`config.mk`:
```
export PLATFORM = sky130hd
export DESIGN_NAME = mem_csr_ctrl_flat
export DESIGN_NICKNAME = d
export VERILOG_FILES = /design/src/rtl/mem_csr_ctrl_if.sv /design/src/rtl/mem_csr_ctrl.sv /design/src/flat_wrapper.sv
export SDC_FILE = /design/constraint.sdc
export NUM_CORES = 2
export LEC_CHECK = 0
export ABC_CLOCK_PERIOD_IN_PS = 4600
export BUFFER_PORTS_ARGS = -buffer_cell sky130_fd_sc_hd__clkbuf_2
export CORE_MARGIN = 2
export CORE_UTILIZATION = 40
export CTS_BUF_LIST = sky130_fd_sc_hd__clkbuf_16
export DETAILED_ROUTE_END_ITERATION = 8
export HOLD_SLACK_MARGIN = 0.1
export PLACE_DENSITY = 0.6
export SLEW_MARGIN = 20
export SYNTH_ARGS = -nofsm -noshare
export SYNTH_HDL_FRONTEND = slang
export SYNTH_SLANG_ARGS = --single-unit
```
`constraint.sdc`:
```
create_clock -name clk -period 4.6 [get_ports clk]
set_clock_uncertainty 0.05 [all_clocks]
set_input_delay 0.46 -clock clk [delete_from_list [all_inputs] [get_ports clk]]
set_output_delay 0.46 -clock clk [all_outputs]
set_load 0.005 [all_outputs]
```
`src/rtl/mem_csr_ctrl_if.sv`:
```
// Request/response channel between a bus master and mem_csr_ctrl.
// One valid/ready request path and one valid/ready response path.
interface mem_csr_ctrl_if #(
    parameter int ADDR_WIDTH = 8,
    parameter int DATA_WIDTH = 32
);
    logic                    req_valid;
    logic                    req_ready;
    logic                    wr;
    logic [ADDR_WIDTH-1:0]   addr;
    logic [DATA_WIDTH-1:0]   wdata;
    logic [DATA_WIDTH/8-1:0] wstrb;
    logic                    rsp_valid;
    logic                    rsp_ready;
    logic [DATA_WIDTH-1:0]   rdata;
    logic                    rsp_err;

    modport master (
        output req_valid, wr, addr, wdata, wstrb, rsp_ready,
        input  req_ready, rsp_valid, rdata, rsp_err
    );

    modport slave (
        input  req_valid, wr, addr, wdata, wstrb, rsp_ready,
        output req_ready, rsp_valid, rdata, rsp_err
    );
endinterface

```
`src/rtl/mem_csr_ctrl.sv`:
```
// Word-addressed memory plus CSR block behind one request/response channel.
// One access outstanding at a time; response is registered and held until
// the master takes it.
//
// state | meaning
// ------+-------------------------------------------------------------
// IDLE  | ready for a request; the access executes on the accepting edge
// RESP  | response held on rsp_valid/rdata/rsp_err until rsp_ready
module mem_csr_ctrl #(
    parameter int ADDR_WIDTH = 8,
    parameter int DATA_WIDTH = 32,
    parameter int MEM_SIZE   = 16,
    parameter int CSR_BASE   = 'h20
) (
    input  logic           clk,
    input  logic           reset,
    mem_csr_ctrl_if.slave  bus
);
    localparam int          NUM_BYTES = DATA_WIDTH / 8;
    localparam int          IDX_W     = (MEM_SIZE > 1) ? $clog2(MEM_SIZE) : 1;
    localparam logic [31:0] MEM_TOP   = 32'(MEM_SIZE);
    localparam logic [31:0] CSR_LO    = 32'(CSR_BASE);
    localparam logic [31:0] CSR_HI    = 32'(CSR_BASE) + 32'd4;

    typedef enum logic [0:0] {IDLE, RESP} state_t;

    state_t                state_q, state_d;
    logic                  req_ready_q, req_ready_d;
    logic [DATA_WIDTH-1:0] rdata_q, rdata_d;
    logic                  rsp_err_q, rsp_err_d;
    logic [DATA_WIDTH-1:0] mem_q [MEM_SIZE];
    logic [DATA_WIDTH-1:0] mem_d [MEM_SIZE];
    logic [DATA_WIDTH-1:0] wr_cnt_q, wr_cnt_d;
    logic [DATA_WIDTH-1:0] rd_cnt_q, rd_cnt_d;
    logic [DATA_WIDTH-1:0] dropped_q, dropped_d;
    logic [DATA_WIDTH-1:0] scratch_q, scratch_d;
    logic                  chip_en_q, chip_en_d;

    logic [31:0]           addr_w;
    logic [31:0]           csr_off;
    logic [IDX_W-1:0]      mem_idx;
    logic                  acc_err;

    // Full address is kept so nothing at or above MEM_SIZE aliases into memory.
    assign addr_w  = 32'(bus.addr);
    assign csr_off = addr_w - CSR_LO;
    assign mem_idx = addr_w[IDX_W-1:0];

    assign bus.req_ready = req_ready_q;
    assign bus.rsp_valid = (state_q == RESP);
    assign bus.rdata     = rdata_q;
    assign bus.rsp_err   = rsp_err_q;

    function automatic logic [DATA_WIDTH-1:0] sat_inc(input logic [DATA_WIDTH-1:0] v);
        return (&v) ? v : v + 1'b1;
    endfunction

    function automatic logic [DATA_WIDTH-1:0] merge(
        input logic [DATA_WIDTH-1:0] old_v,
        input logic [DATA_WIDTH-1:0] new_v,
        input logic [NUM_BYTES-1:0]  strb
    );
        logic [DATA_WIDTH-1:0] r;
        r = old_v;
        for (int b = 0; b < NUM_BYTES; b++) begin
            if (strb[b]) r[8*b +: 8] = new_v[8*b +: 8];
        end
        return r;
    endfunction

    // Next state, access decode and register updates.
    always_comb begin
        state_d   = state_q;
        rdata_d   = rdata_q;
        rsp_err_d = rsp_err_q;
        mem_d     = mem_q;
        wr_cnt_d  = wr_cnt_q;
        rd_cnt_d  = rd_cnt_q;
        dropped_d = dropped_q;
        scratch_d = scratch_q;
        chip_en_d = chip_en_q;
        acc_err   = 1'b0;

        case (state_q)
            IDLE: begin
                if (bus.req_valid && req_ready_q) begin
                    state_d = RESP;
                    rdata_d = '0;
                    if (addr_w < MEM_TOP) begin
                        if (!chip_en_q) begin
                            acc_err = 1'b1;
                        end else if (bus.wr) begin
                            mem_d[mem_idx] = merge(mem_q[mem_idx], bus.wdata, bus.wstrb);
                            wr_cnt_d       = sat_inc(wr_cnt_q);
                        end else begin
                            rdata_d  = mem_q[mem_idx];
                            rd_cnt_d = sat_inc(rd_cnt_q);
                        end
                    end else if (addr_w >= CSR_LO && addr_w <= CSR_HI) begin
                        case (csr_off)
                            32'd0: if (bus.wr) acc_err = 1'b1; else rdata_d = wr_cnt_q;
                            32'd1: if (bus.wr) acc_err = 1'b1; else rdata_d = rd_cnt_q;
                            32'd2: begin
                                if (bus.wr) begin
                                    if (bus.wstrb[0]) chip_en_d = bus.wdata[0];
                                end else begin
                                    rdata_d = {{(DATA_WIDTH-1){1'b0}}, chip_en_q};
                                end
                            end
                            32'd3: begin
                                if (bus.wr) scratch_d = merge(scratch_q, bus.wdata, bus.wstrb);
                                else        rdata_d   = scratch_q;
                            end
                            default: begin
                                if (bus.wr) dropped_d = '0;
                                else        rdata_d   = dropped_q;
                            end
                        endcase
                    end else begin
                        acc_err = 1'b1;
                    end
                    if (acc_err) begin
                        rdata_d   = '0;
                        dropped_d = sat_inc(dropped_q);
                    end
                    rsp_err_d = acc_err;
                end
            end
            RESP: begin
                if (bus.rsp_ready) state_d = IDLE;
            end
            default: state_d = IDLE;
        endcase

        req_ready_d = (state_d == IDLE);
    end

    // State, response and storage registers with synchronous reset.
    always_ff @(posedge clk) begin
        if (reset) begin
            state_q     <= IDLE;
            req_ready_q <= 1'b0;
            rdata_q     <= '0;
            rsp_err_q   <= 1'b0;
            for (int i = 0; i < MEM_SIZE; i++) mem_q[i] <= '0;
            wr_cnt_q    <= '0;
            rd_cnt_q    <= '0;
            dropped_q   <= '0;
            scratch_q   <= '0;
            chip_en_q   <= 1'b0;
        end else begin
            state_q     <= state_d;
            req_ready_q <= req_ready_d;
            rdata_q     <= rdata_d;
            rsp_err_q   <= rsp_err_d;
            mem_q       <= mem_d;
            wr_cnt_q    <= wr_cnt_d;
            rd_cnt_q    <= rd_cnt_d;
            dropped_q   <= dropped_d;
            scratch_q   <= scratch_d;
            chip_en_q   <= chip_en_d;
        end
    end
endmodule

```
`src/flat_wrapper.sv`:
```
// flat-port wrapper written by rule: the top's interface ports become plain ports
module mem_csr_ctrl_flat 
#(
    parameter int ADDR_WIDTH = 8,
    parameter int DATA_WIDTH = 32,
    parameter int MEM_SIZE   = 16,
    parameter int CSR_BASE   = 'h20
)
  (clk, reset, bus_req_valid, bus_wr, bus_addr, bus_wdata, bus_wstrb, bus_rsp_ready, bus_req_ready, bus_rsp_valid, bus_rdata, bus_rsp_err);
  mem_csr_ctrl_if #(.ADDR_WIDTH(ADDR_WIDTH), .DATA_WIDTH(DATA_WIDTH)) bus_i ();
  input  logic clk;
  input  logic reset;
  input wire logic [$bits(bus_i.req_valid)-1:0] bus_req_valid;
  input wire logic [$bits(bus_i.wr)-1:0] bus_wr;
  input wire logic [$bits(bus_i.addr)-1:0] bus_addr;
  input wire logic [$bits(bus_i.wdata)-1:0] bus_wdata;
  input wire logic [$bits(bus_i.wstrb)-1:0] bus_wstrb;
  input wire logic [$bits(bus_i.rsp_ready)-1:0] bus_rsp_ready;
  output wire logic [$bits(bus_i.req_ready)-1:0] bus_req_ready;
  output wire logic [$bits(bus_i.rsp_valid)-1:0] bus_rsp_valid;
  output wire logic [$bits(bus_i.rdata)-1:0] bus_rdata;
  output wire logic [$bits(bus_i.rsp_err)-1:0] bus_rsp_err;
  assign bus_i.req_valid = bus_req_valid;
  assign bus_i.wr = bus_wr;
  assign bus_i.addr = bus_addr;
  assign bus_i.wdata = bus_wdata;
  assign bus_i.wstrb = bus_wstrb;
  assign bus_i.rsp_ready = bus_rsp_ready;
  assign bus_req_ready = bus_i.req_ready;
  assign bus_rsp_valid = bus_i.rsp_valid;
  assign bus_rdata = bus_i.rdata;
  assign bus_rsp_err = bus_i.rsp_err;
  mem_csr_ctrl #(.ADDR_WIDTH(ADDR_WIDTH), .DATA_WIDTH(DATA_WIDTH), .MEM_SIZE(MEM_SIZE), .CSR_BASE(CSR_BASE)) u_core (.clk(clk), .reset(reset), .bus(bus_i));
endmodule
```
Word-level counts from Yosys, hierarchy flattened
Index checks and enable logic that the tools add are counted.
- register bits: 676
- bits of input ports: 49
- output and inout bits: 35
- logic and storage cells: 126
- $add $sub $neg: 4
- order comparisons: 5
- eq/ne operators: 6
- muxes and demuxes: 56
- bitwise logic cells: 7
- reduce and logical (&&, ||, !) cells: 20
- operator list (operator ; number):
    $mux W32 ; 17
    $bwmux W512 ; 1
    $mux W8 ; 24
    $bmux W32 S4 ; 1
    $demux W32 S4 ; 1
    $pmux W32 S4 ; 1
    $add A32 B1 Y32 const B ; 3
    $reduce_and A32 Y1 ; 3
    $eq A32 B2 Y1 const B ; 2
    $reduce_and A7 Y1 ; 5
    $eq A32 B1 Y1 const B ; 1
    $logic_not A32 Y1 ; 1
    $reduce_and A6 Y1 ; 3
    $mux W1 ; 10
    $sub A8 B6 Y9 const B ; 1
    $ge A8 B6 Y1 const B ; 1
    $le A8 B6 Y1 const B ; 1
    $lt A8 B5 Y1 const B ; 1
    $not A1 Y1 ; 6
    $ge A5 B5 Y1 const B ; 1
    $lt A5 B1 Y1 const B ; 1
    $not A4 Y5 ; 1
    $reduce_and A5 Y1 ; 1
    $ne A2 B2 Y1 const B ; 2
    7 further kinds ; 9

Logic depth before layout (Yosys ltp)
- depth in word-level cells: 11
- depth in mapped cells: 10
- depth with buffers taken out: 8

Worst setup path before layout
OpenSTA, ideal clock, no wires.
- kind: input to register
- from: in bus_addr[0]
- to: reg u_core.mem_q[104] (netlist name)
- setup time: 134 ps
- arrival time: 2567 ps
- required time: 4416 ps
- setup slack: 1849 ps
- stages: 9
- buffers on the path: 4
- path through: buf_2 -> buf_4 -> buf_2 -> mux4_2 -> mux2i_1 -> mux2i_1 -> mux2i_1 -> buf_2 -> a211oi_1
- word-level cells in the longest chain between the ends: 11
- elaborated cells between the ends (all ways): 18
- RTL lines (item ; RTL line ; text):
    from (decl) ; flat_wrapper.sv:15 ; input wire logic [$bits(bus_i.addr)-1:0] bus_addr;
    $not A4 Y5 (not written as such) ; mem_csr_ctrl.sv:93 ; mem_d[mem_idx] = merge(mem_q[mem_idx], bus.wdata, bus.wstrb);
    $bmux W32 S4 ; mem_csr_ctrl.sv:93 ;
    $mux W32 (not written as such) (2 in series) ; mem_csr_ctrl.sv:93 ;
    $mux W8 ; mem_csr_ctrl.sv:66 ; if (strb[b]) r[8*b +: 8] = new_v[8*b +: 8];
    $mux W8 ; mem_csr_ctrl.sv:92 ; end else if (bus.wr) begin
    $mux W8 ; mem_csr_ctrl.sv:90 ; if (!chip_en_q) begin
    $mux W8 ; mem_csr_ctrl.sv:89 ; if (addr_w < MEM_TOP) begin
    $mux W8 ; mem_csr_ctrl.sv:86 ; if (bus.req_valid && req_ready_q) begin
    $mux W8 ; mem_csr_ctrl.sv:84 ; case (state_q)
    $bwmux W512 ; mem_csr_ctrl.sv:93 ;
    to (signal assigned) ; mem_csr_ctrl.sv:156 ; mem_q <= mem_d;
    to (decl) ; mem_csr_ctrl.sv:31 ; logic [DATA_WIDTH-1:0] mem_q [MEM_SIZE];
Parallel ways exist; a longest one is shown, timed or not. The select of a mux whose other input is x is not followed.
A chain may end at the register's enable or synchronous reset.

Worst setup path in the final report
- from: reg u_core.dropped_q[0]
- to: reg u_core.dropped_q[11]
- word-level cells in the longest chain between the ends: 3
- elaborated cells between the ends (all ways): 6
- RTL lines (item ; RTL line ; text):
    from (decl) ; mem_csr_ctrl.sv:35 ; logic [DATA_WIDTH-1:0] dropped_q, dropped_d;
    from (signal assigned) ; mem_csr_ctrl.sv:159 ; dropped_q <= dropped_d;
    $add A32 B1 Y32 or $reduce_and A32 Y1 (tied branches) ; mem_csr_ctrl.sv:55 ; return (&v) ? v : v + 1'b1;
    $mux W32 or $ne A2 B2 Y1 (tied branches) ; n/a ;
    $mux W32 or $reduce_and A6 Y1 (tied branches) ; n/a ;
Parallel ways exist; a longest one is shown, timed or not. The select of a mux whose other input is x is not followed.

==> metrics.txt <==
CTS Root Cell=clkbuf_16; DRC viols=0; hold path depth=3; clock slew at reported path FFs=0.06 ns; Critical Path AT=3.58 ns; Seq cells post-synth=676; dpl hpwl=58900 µm; CTS resizes=0; TritonCTS Buffers=71; initial core utilization=40.5%; I/O pins=84; # Max-Cap Violations=0; DIE WIDTH=279 µm; YS warnings=0; Setup TNS Final=0 ns; Final Max Tran Viols=0; startpoint types=flip-flop; Net Switching=0.00282 W; P_int=0.00931 W; Register Area=13500 µm²; drt pass-1 iters=5; period utilization=68.8%; Final nets=3129; CP max stage cell=nor4_1; Antenna Cells=0; CTS sink cnt=676; # port buffers=83; cts hold-fix bufs=7; main combinational cell family by area after synthesis=compound AO/OA/AOI/OAI gates; final wirelength=93400 µm; Mapped Avg Cell Area=9.65 µm²; TritonCTS clock tree=done; R2R setup slack=1.44 ns; Pleak=11.1 nW; initial antenna violation count=1; Area growth, synth to finish=12.3%; Longest Clk Path Bufs=3; first-pass GRT wire length=144000 µm; CP Cell Sequence=ha_1 > and3_1 > nand4_1 > nor4_1 > and3b_1 > a41oi_1 > a31oi_1; Hold Path Class=input pin to flip-flop; fillers=6917; Clock Latency Late Sink=0.62 ns; hold_sp=bus_rsp_ready; Synth Area in Compound Gates=19.3%; htree depth=3; Clk pwr share=46.8%; Reg2Reg Capture Point=u_core.dropped_q[11]; max incr delay on CP=0.67 ns; die height=279 µm; EDFF count, synth=0; RSZ-0062 raised after global routing=no; grt total ovfl=0; first-iteration detailed-routing DRC count=2320; CP max FO=20; FF-to-FF Start=u_core.dropped_q[0]; part of the power in registers=48.4%; Comb power frac=4.8%; Tot GR Track Use=23.7%; ys async rst share=0%; Register-to-Register Path Depth=7; Core Box Area=74600 µm²; Max-slew headroom=24.9%; Pwr per Cell Area=358 nW/µm²; worst slew pin tran=1.13 ns; Die ar.=77600 µm²; fmax=316 MHz; Mapped Nets=3181; post-route ant nets=0; number of global-route vias before repair=23833; mux contribution to synthesized area=16.2%; Post CTS Setup Buffer Count=0; simple-gate area share of the yosys netlist=13.4%; CP Class=flip-flop to flip-flop; routed vias/inst=6.02; status=completed; Final setup viols=0; per-cell routed wire length=22.8 µm; RePlAce Congestion=0.936; area of the multi-input gates=15500 µm²; area share of fa/ha/maj cells after synthesis=0.207%; Mapped Area=30200 µm²; largest net degree at the start of global routing=225; Peak VDD IR=0.222 mV; layout cell share with drive strength beyond 1=14.9%; Hold Path Sink=u_core.bus.req_ready; dominant synthesized flop cell=dfxtp_1; Site Rows=100; Via Count=24656; CP Capture Type=flip-flop; XOR/XNOR Fraction of Synth Area=1.60%; number of distinct library cells after synthesis=63; register area share after synthesis=44.9%; Cells after Synth=3127; Hold WS=0.117 ns; Req. time, crit path=5.01 ns; min cycle time layout=3.16 ns; sw frac=23.2%; Fin. Hold Viols=0
==> how the worst max path moves through the flow <==
stage	from	depth (start not counted)	to
3_5_place_dp	bus_addr[7]	7	u_core.dropped_q[11]
6_report	u_core.dropped_q[0]	7	u_core.dropped_q[11]
2_1_floorplan	bus_addr[0]	9	u_core.mem_q[104]
3_3_place_gp	bus_addr[2]	7	u_core.dropped_q[11]
4_1_cts	u_core.dropped_q[0]	7	u_core.dropped_q[26]
5_1_grt	u_core.dropped_q[0]	7	u_core.dropped_q[25]
==> critical path: cells and delay by family, from the launching register on <==
| kind | cells | cell delay, ns |
|---|---|---|
| AOI/OAI and AO/OA | 2 | 0.42 |
| and+or+nand+nor | 4 | 1.82 |
| adders and majority gates | 1 | 0.26 |
| DFF | 1 | 0.46 |
==> registers in the layout, summed over array words and instances, names as in the netlist <==
name,count
u_core.bus.rdata,32
u_core.scratch_q,32
u_core.bus.req_ready,1
u_core.dropped_q,32
u_core.bus.rsp_err,1
u_core.bus.rsp_valid,1
u_core.chip_en_q,1
u_core.wr_cnt_q,32
u_core.rd_cnt_q,32
u_core.mem_q,512
==> stage by stage <==
step | util, % | total power, W | cells | area, µm² | worst slack (ns)
after detailed placement | 42.3 | 0.00657 | 3964 | 31500 | 1.06
after global routing | 45.4 | 0.0125 | 4099 | 33900 | 1.20
after global placement | 42.3 | 0.00656 | 3964 | 31500 | 0.971
after floorplan | - | 0.00637 | 3127 | 30200 | 1.85
final | 45.4 | 0.0121 | 4099 | 33900 | 1.44
after CTS | 45.4 | 0.0122 | 4099 | 33900 | 1.47
==> power groups by stage <==
| stage | registers [W] | clock network, W | logic [W] |
|---|---|---|---|
| 2_1_floorplan | 0.00600 | 0 | 0.000374 |
| 3_3_place_gp | 0.00600 | 0 | 0.000558 |
| 3_5_place_dp | 0.00600 | 0 | 0.000569 |
| 4_1_cts | 0.00587 | 0.00576 | 0.000575 |
| 5_1_grt | 0.00587 | 0.00600 | 0.000615 |
| 6_report | 0.00587 | 0.00567 | 0.000582 |
==> synth_stat cells, types with 5 or more instances <==
master	n	area, µm²
a211oi_1	512	3840
a21boi_0	7	52.6
a21oi_1	49	245
a221oi_1	31	272
a22oi_1	33	248
a2bb2oi_1	8	70.1
a31oi_1	25	156
a32o_1	31	310
and2_1	7	43.8
and3_1	16	100
and4_1	7	61.3
buf_1	19	71.3
buf_2	80	400
clkbuf_1	209	785
dfxtp_1	676	13500
ha_1	5	62.6
inv_1	20	75.1
mux2_2	31	349
mux2i_1	161	1610
mux4_2	130	2930
nand2_1	72	270
nand3_1	35	175
nand4_1	33	206
nor2_1	679	2550
nor3_1	27	135
nor3_2	8	80.1
nor4_1	10	62.6
o21a_1	7	52.6
o21ai_0	71	355
o21ai_1	5	25.0
or3_1	14	87.6
xnor2_1	32	280
xor2_1	23	201
==> routing by layer <==
layer	wire length (µm)	up-vias	global-route usage [%]	part of all wire, %
li1	-	11470	-	-
met1	40500	12148	31.4	43
met2	44300	877	39.4	47
met3	5610	159	3.12	6.0
met4	3000	2	8.71	3.2
met5	17	-	0	0.018
==> placed cells by master (no fill, tap or decap), types with 10 or more instances in the layout <==
master	instances
a22oi_1	33
clkbuf_16	75
or3_1	14
buf_4	87
mux2_2	31
and3_1	16
nand2_1	72
a31oi_1	25
nor2_1	666
nand3_1	34
clkbuf_2	78
inv_1	42
mux2i_1	161
xor2_1	23
clkinv_1	14
o21ai_0	71
nand4_1	33
xnor2_1	32
dfxtp_1	676
a32o_1	31
nor2_4	11
a211oi_1	512
mux4_2	130
nor4_1	10
a221oi_1	31
a21oi_1	49
nor3_1	25
==> final cells by class <==
| type | count | area share [%] |
|---|---|---|
| multi-input cells | 2122 | 45.7 |
| flip-flops and latches | 676 | 40.0 |
| repair buffers | 184 | 3.90 |
| clock inverters | 53 | 1.16 |
| well taps | 969 | 3.58 |
| inverters | 20 | 0.222 |
| clock buffers | 75 | 5.54 |
==> cells by family (layout without fill, tap and decap cells) <==
kind of cell,count (synthesis),count (layout)
AO/OA/AOI/OAI,800,800
XOR/XNOR,55,55
AND/OR/NAND/NOR,940,940
adder cells (fa/ha/maj),5,5
buffers and inverters,329,332
multiplexers,322,322
flip-flops,676,676
(Power assumes the default switching activity.)
